File: src/rtl/mips_pkg.sv
// Shared register-file constants for the MIPS datapath.
// Also carries a width helper used by the writeback arbiter.
package mips_pkg;

  localparam int REG_AW   = 5;
  localparam int REG_DW   = 32;
  localparam int NUM_REGS = 32;
  localparam logic [REG_AW-1:0] REG_ZERO = '0;

  // Index width for an n-entry selector; never collapses to zero bits.
  function automatic int ptr_width(input int n);
    return (n > 1) ? $clog2(n) : 1;
  endfunction

endpackage

File: src/rtl/regfile_wb_arbiter_rr.sv
// Combinational round-robin arbiter: the first set request at or above ptr
// wins, with wrap-around. This module holds no state.
module rr_arbiter
  import mips_pkg::*;
#(
  parameter int N  = 3,
  parameter int PW = ptr_width(N)
) (
  input  logic [N-1:0]  req,
  input  logic [PW-1:0] ptr,
  output logic [N-1:0]  grant,
  output logic [PW-1:0] idx,
  output logic          any
);

  logic          found;
  logic [PW:0]   sum;
  logic [PW-1:0] cand;

  always_comb begin
    grant = '0;
    idx   = '0;
    found = 1'b0;
    sum   = '0;
    cand  = '0;
    for (int k = 0; k < N; k++) begin
      // An extra bit holds ptr+k before the modulo-N wrap.
      sum = {1'b0, ptr} + (PW+1)'(k);
      if (sum >= (PW+1)'(N)) begin
        sum = sum - (PW+1)'(N);
      end
      cand = sum[PW-1:0];
      if (!found && req[cand]) begin
        found       = 1'b1;
        grant[cand] = 1'b1;
        idx         = cand;
      end
    end
  end

  assign any = found;

endmodule

File: src/rtl/regfile_wb_arbiter.sv
// Arbitrates the single register-file write port among NREQ writeback sources
// and keeps a busy scoreboard so issue logic can stall on RAW hazards.
module regfile_wb_arbiter
  import mips_pkg::*;
#(
  parameter int NREQ = 3,
  parameter int AW   = REG_AW,
  parameter int DW   = REG_DW
) (
  input  logic                 clk,
  input  logic                 rst_n,
  input  logic [NREQ-1:0]      req_valid,
  input  logic [NREQ*AW-1:0]   req_addr,
  input  logic [NREQ*DW-1:0]   req_data,
  output logic [NREQ-1:0]      req_ready,
  output logic [AW-1:0]        write_add,
  output logic [DW-1:0]        write_dat,
  output logic                 regwrite,
  input  logic                 issue_valid,
  input  logic [AW-1:0]        issue_addr,
  input  logic                 flush,
  output logic [NUM_REGS-1:0]  busy
);

  localparam int PW = ptr_width(NREQ);

  logic [AW-1:0]       addr_arr [NREQ];
  logic [DW-1:0]       data_arr [NREQ];

  logic [PW-1:0]       rr_ptr_reg, rr_ptr_next;
  logic [AW-1:0]       write_add_reg, write_add_next;
  logic [DW-1:0]       write_dat_reg, write_dat_next;
  logic                regwrite_reg, regwrite_next;
  logic [NUM_REGS-1:0] busy_reg, busy_next;

  logic [NREQ-1:0]     grant;
  logic [PW-1:0]       win_idx;
  logic                win_any;
  logic                transfer;
  logic [AW-1:0]       win_addr;
  logic [DW-1:0]       win_data;

  for (genvar gi = 0; gi < NREQ; gi++) begin : g_unpack
    assign addr_arr[gi] = req_addr[gi*AW +: AW];
    assign data_arr[gi] = req_data[gi*DW +: DW];
  end

  // Grant depends only on valid bits and the pointer, never on addr/data.
  rr_arbiter #(
    .N  (NREQ),
    .PW (PW)
  ) u_rr (
    .req   (req_valid),
    .ptr   (rr_ptr_reg),
    .grant (grant),
    .idx   (win_idx),
    .any   (win_any)
  );

  assign req_ready = grant;
  assign transfer  = win_any;
  assign win_addr  = addr_arr[win_idx];
  assign win_data  = data_arr[win_idx];

  always_comb begin
    rr_ptr_next    = rr_ptr_reg;
    write_add_next = write_add_reg;
    write_dat_next = write_dat_reg;
    regwrite_next  = 1'b0;
    if (transfer) begin
      rr_ptr_next    = (win_idx == PW'(NREQ-1)) ? '0 : win_idx + PW'(1);
      write_add_next = win_addr;
      write_dat_next = win_data;
      regwrite_next  = (win_addr != '0);
    end
  end

  // Clear before set so a same-edge issue to the same register keeps it busy:
  // the issuing instruction is the newer producer.
  always_comb begin
    busy_next = busy_reg;
    if (transfer && (win_addr != '0)) begin
      busy_next[win_addr] = 1'b0;
    end
    if (issue_valid && (issue_addr != '0)) begin
      busy_next[issue_addr] = 1'b1;
    end
    if (flush) begin
      busy_next = '0;
    end
    busy_next[REG_ZERO] = 1'b0;
  end

  always_ff @(posedge clk or negedge rst_n) begin
    if (!rst_n) begin
      rr_ptr_reg    <= '0;
      write_add_reg <= '0;
      write_dat_reg <= '0;
      regwrite_reg  <= 1'b0;
      busy_reg      <= '0;
    end else begin
      rr_ptr_reg    <= rr_ptr_next;
      write_add_reg <= write_add_next;
      write_dat_reg <= write_dat_next;
      regwrite_reg  <= regwrite_next;
      busy_reg      <= busy_next;
    end
  end

  assign write_add = write_add_reg;
  assign write_dat = write_dat_reg;
  assign regwrite  = regwrite_reg;
  assign busy      = busy_reg;

endmodule

File: config.mk
export PLATFORM = sky130hd
export DESIGN_NAME = regfile_wb_arbiter
export DESIGN_NICKNAME = d
export VERILOG_FILES = /design/src/rtl/mips_pkg.sv /design/src/rtl/regfile_wb_arbiter_rr.sv /design/src/rtl/regfile_wb_arbiter.sv
export SDC_FILE = /design/constraint.sdc
export NUM_CORES = 1
export LEC_CHECK = 0
export ABC_CLOCK_PERIOD_IN_PS = 3200
export CORE_ASPECT_RATIO = 2
export CORE_MARGIN = 1.5
export CORE_UTILIZATION = 42
export CTS_CLUSTER_SIZE = 40
export DETAILED_ROUTE_END_ITERATION = 8
export PLACE_DENSITY = 0.81
export SLEW_MARGIN = 20
export SYNTH_ARGS = -nofsm -noshare
export SYNTH_HDL_FRONTEND = slang
export SYNTH_HIERARCHICAL = 1
export SYNTH_SLANG_ARGS = --single-unit
File: constraint.sdc
create_clock -name clk -period 3.2 [get_ports clk]
set_input_delay 0.96 -clock clk [delete_from_list [all_inputs] [get_ports clk]]
set_output_delay 0.96 -clock clk [all_outputs]
set_load 0.05 [all_outputs]
==> metrics list <==
- Grt total ovfl: 0
* Synth Area in Adders: 1.16%
- Xor/xnor cell area share of the yosys netlist: 0%
* Post-place instance area: 0.00652 mm^2
* Depth of the worst hold-timing path: 1
* Worst max-slew margin expressed relative to the limit: 38.7%
* Via density per instance: 5.44
- Ordered list of cells on the worst path: dlygate4sd2_1 > buf_4 > mux2i_4 > o21ai_4 > buf_6 > a22oi_2 > buf_12
* Worst hold endpoint: write_add[0]
- Hold path startpoint: write_add[0]
- Total routing usage reported by global routing: 26.8%
- Pin count of the biggest net entering global routing: 72
- Crit share post-route: 98.7%
* Critical path data required time: 2.24 ns
- Effective utilization at floorplan: 42.9%
- The final hold violation count is 0.
- Arrival time at the worst endpoint: 2.20 ns
* Vias in the first global route: 4,722
- R2R Path End: busy[11]
- The number of antenna violations at the first check in global routing was 0.
* Gate count after technology mapping: 490
* Number of different library cells in the post-synthesis netlist: 43
- The die covers 0.0109 mm^2.
- In the final routed layout, each cell accounts on average for 16.8 um.
- Yosys warnings: 6
* Core outline area: 0.0100 mm^2
* Final-stage net count: 822
* H-tree level count: 3
- CP endpoint kind: output pin
- Max FO, Critical Path: 5
* Total area of multi-input combinational cells: 0.00237 mm^2
* Number of placement rows: 52
- Cell count along the critical path: 7
- Counting flops and latches in the post-synthesis netlist gives 71.
* Clk_skew: 0.00420 ns
- Result of the run: completed
- For this run, the top clock speed supported by timing is 317 MHz.
- Number of enable-type register cells in the synthesized netlist: 0
- Clock tree synthesis inserted a total of 9 buffers.
- Dominant combinational cell family by area after synthesis: simple AND/OR/NAND/NOR gates
- 0 antenna diodes ended up in the layout.
* Ports placed on the boundary: 196
- In this run the clock root is driven by a sky130_fd_sc_hd__clkbuf_16.
- Drt first pass iters: 5
- In this run the tool buffered the top-level ports with 194 buffer cells.
- The worst register-to-register path has a depth of 11.
- After legalization and detailed placement, the total HPWL measured 10,800 um.
* Post-Synth Simple-Gate Area: 22.1%
- Detailed-route DRC error count: 0
- TritonCTS built the clock tree.
* Sequential share of the synthesized area: 41.4%
- Share of the synthesized area in the top cell type: 41.4%
- Largest register FFs: 32
- Share of layout cells above drive strength 1: 12.6%
- For this design, the slowest cell found on the critical path is sky130_fd_sc_hd__dlygate4sd2_1.
- Once layout is done, the placed cells without fillers occupy 0.00689 mm^2.
* Weighted congestion at the end of routability-driven global placement: 0.867
* Number of antenna-violating nets in the routed design: 0
* Pre-CTS setup slack: -0.374 ns
- Worst path bufs/invs: 4
* Die width: 74.5 um
* Fin worst setup slack: 0.0419 ns
- The clock period could shrink to 3.16 ns.
- Complex-gate fraction of the synthesized area: 19.6%
- Across the whole layout, storage elements account for 0.00178 mm^2.
* Static Leakage: 2.68 nW
* Areal power density over the cells: 1180 mW/mm^2
- After clock tree synthesis, the clock-pin slew on the worst setup and hold paths is 0.05 ns.
- At the later pin of the worst-skew pair, clock insertion delay measures 0.33 ns.
- For this block, the routed nets add up to 14,000 um of wire.
* Number of nets in the synthesized netlist: 617
- Compared with the post-synthesis result, the final layout area differs by 60.5%.
- The worst-case IR drop observed on VDD is 0.739 mV.
- After the first detailed-routing iteration, the DRC count stood at 237.
- Dominant synthesized flop cell: sky130_fd_sc_hd__dfrtp_1
* Critical Path Max Stage Delay: 0.26 ns
- Floorplan die height: 146 um
- Each instance of the synthesized netlist takes up on average 8.77 um^2.
* Cell type with the highest aggregate area in the netlist: sky130_fd_sc_hd__dfrtp_1
- Worst slew pin tran: 0.919 ns
* Kind of critical path: in -> out
- For this block, the via count after detailed routing is 4,541.
- Of the post-synthesis cell area, the part taken by muxes is 10.6%.
* Setup Viol. Count Final: 0
- Setup repair after global routing left no endpoint under its margin.
- The clock passes through at most 2 buffers.
- Max-Cap Viols: 0
- Number of inserted filler cells in the final layout: 831
- Clock sinks: 71
* Ys async rst share: 100%
* Worst Setup Start Kind: input port
* Wire length of the first global-routing pass: 22,400 um
- Yosys attributes the largest share of cell area to sky130_fd_sc_hd__dfrtp_1, sky130_fd_sc_hd__nor2_1, sky130_fd_sc_hd__a21oi_1, sky130_fd_sc_hd__mux2i_1, sky130_fd_sc_hd__a211oi_1.
* R2r startpoint: rr_ptr_reg[1]
- Register-to-register setup slack: 0.25 ns
* Cell type group with the largest total delay on the critical path: buffers and inverters
- Slew Viols, Final: 0
- Type of the tightest min-delay check: reg -> reg
- The synthesized netlist occupies a cell area of 0.00430 mm^2.
- Final core area utilization: 68.8%
## how the worst max path moves through the flow
stage                              from           end  slack [ns]
after floorplan            req_valid[2]  req_ready[0]        0.12
after global placement     req_valid[1]      busy[30]       -0.32
after detailed placement   req_valid[1]      busy[29]       -0.37
after CTS                 rr_ptr_reg[1]  req_ready[0]        0.01
after global routing       req_valid[1]       busy[2]       0.005
final                      req_valid[0]  req_ready[0]        0.04
## area by class of cell
| cell class | count | area share (%) |
|---|---|---|
| flip-flops and latches | 71 | 25.8 |
| clock inverters | 3 | 0.581 |
| repair buffers | 230 | 32.7 |
| clock buffers | 13 | 3.92 |
| well taps | 135 | 2.45 |
| inverters | 4 | 0.218 |
| multi-input cells | 379 | 34.3 |
## where the power goes
| part | internal, mW | leakage (nW) | switching [mW] |
|---|---|---|---|
| clock network | 0.665 | 0.156 | 0.369 |
| logic | 2.28 | 1.63 | 3.44 |
| registers | 1.21 | 0.901 | 0.160 |
| total | 4.15 | 2.68 | 3.97 |
## cells in the mapped netlist, types with 5 or more instances
| master | n |
|---|---|
| sky130_fd_sc_hd__buf_6 | 5 |
| sky130_fd_sc_hd__nand3b_1 | 8 |
| sky130_fd_sc_hd__o21ai_0 | 6 |
| sky130_fd_sc_hd__nand2_1 | 6 |
| sky130_fd_sc_hd__clkbuf_1 | 15 |
| sky130_fd_sc_hd__a21oi_1 | 75 |
| sky130_fd_sc_hd__dfrtp_1 | 71 |
| sky130_fd_sc_hd__nor3_1 | 41 |
| sky130_fd_sc_hd__nor2_1 | 128 |
| sky130_fd_sc_hd__buf_2 | 11 |
| sky130_fd_sc_hd__a211oi_1 | 31 |
| sky130_fd_sc_hd__mux2i_1 | 35 |
## kinds of logic (layout without fill, tap and decap cells)
family	after synthesis	after routing
buf+inv	40	250
fa+ha+maj	4	4
mux	41	41
flops	71	71
compound gates	128	128
simple gates	205	205
other cells	1	1
## cell usage in the layout (no fill, tap or decap), types with 3 or more instances in the layout
master and count:
sky130_fd_sc_hd__nor2_1 128, sky130_fd_sc_hd__o2bb2ai_2 3, sky130_fd_sc_hd__buf_12 4, sky130_fd_sc_hd__mux2i_4 3, sky130_fd_sc_hd__dlygate4sd2_1 3, sky130_fd_sc_hd__inv_1 4
sky130_fd_sc_hd__nor3_1 40, sky130_fd_sc_hd__mux2i_1 35, sky130_fd_sc_hd__buf_4 34, sky130_fd_sc_hd__nand3b_1 8, sky130_fd_sc_hd__nor3_2 4, sky130_fd_sc_hd__o21ai_1 3
sky130_fd_sc_hd__a21oi_1 73, sky130_fd_sc_hd__clkbuf_16 9, sky130_fd_sc_hd__nand2b_1 4, sky130_fd_sc_hd__dfrtp_1 71, sky130_fd_sc_hd__ha_1 3, sky130_fd_sc_hd__clkdlybuf4s50_1 187
sky130_fd_sc_hd__nand2_1 6, sky130_fd_sc_hd__clkbuf_8 3, sky130_fd_sc_hd__a211oi_1 31
## metal layers
layer	up-vias	track usage, %	part of all wire, %
met2	215	49.1	57
met4	0	12.9	3.3
li1	2149	-	-
met5	-	0	0
met3	31	6.69	6.8
met1	2146	26.5	33
## what timing repair did
action / 4_1_cts / 5_1_grt
buffers inserted: 3 / 0
gates resized for setup: 11 / 3
hold buffers: 0 / 0
pin swaps: 3 / 1
setup endpoints to repair: 11 / 26
## through the flow
step	power, mW	cells	setup TNS [ns]	hold WS, ns
2_1_floorplan	5.17	490	0	0.507
3_3_place_gp	6.85	816	-8.88	0.470
3_5_place_dp	6.97	816	-13.08	0.475
4_1_cts	8.12	835	0	0.488
5_1_grt	8.59	835	0	0.506
6_report	8.12	835	0	0.483
Power figures use the tool's default switching activity.
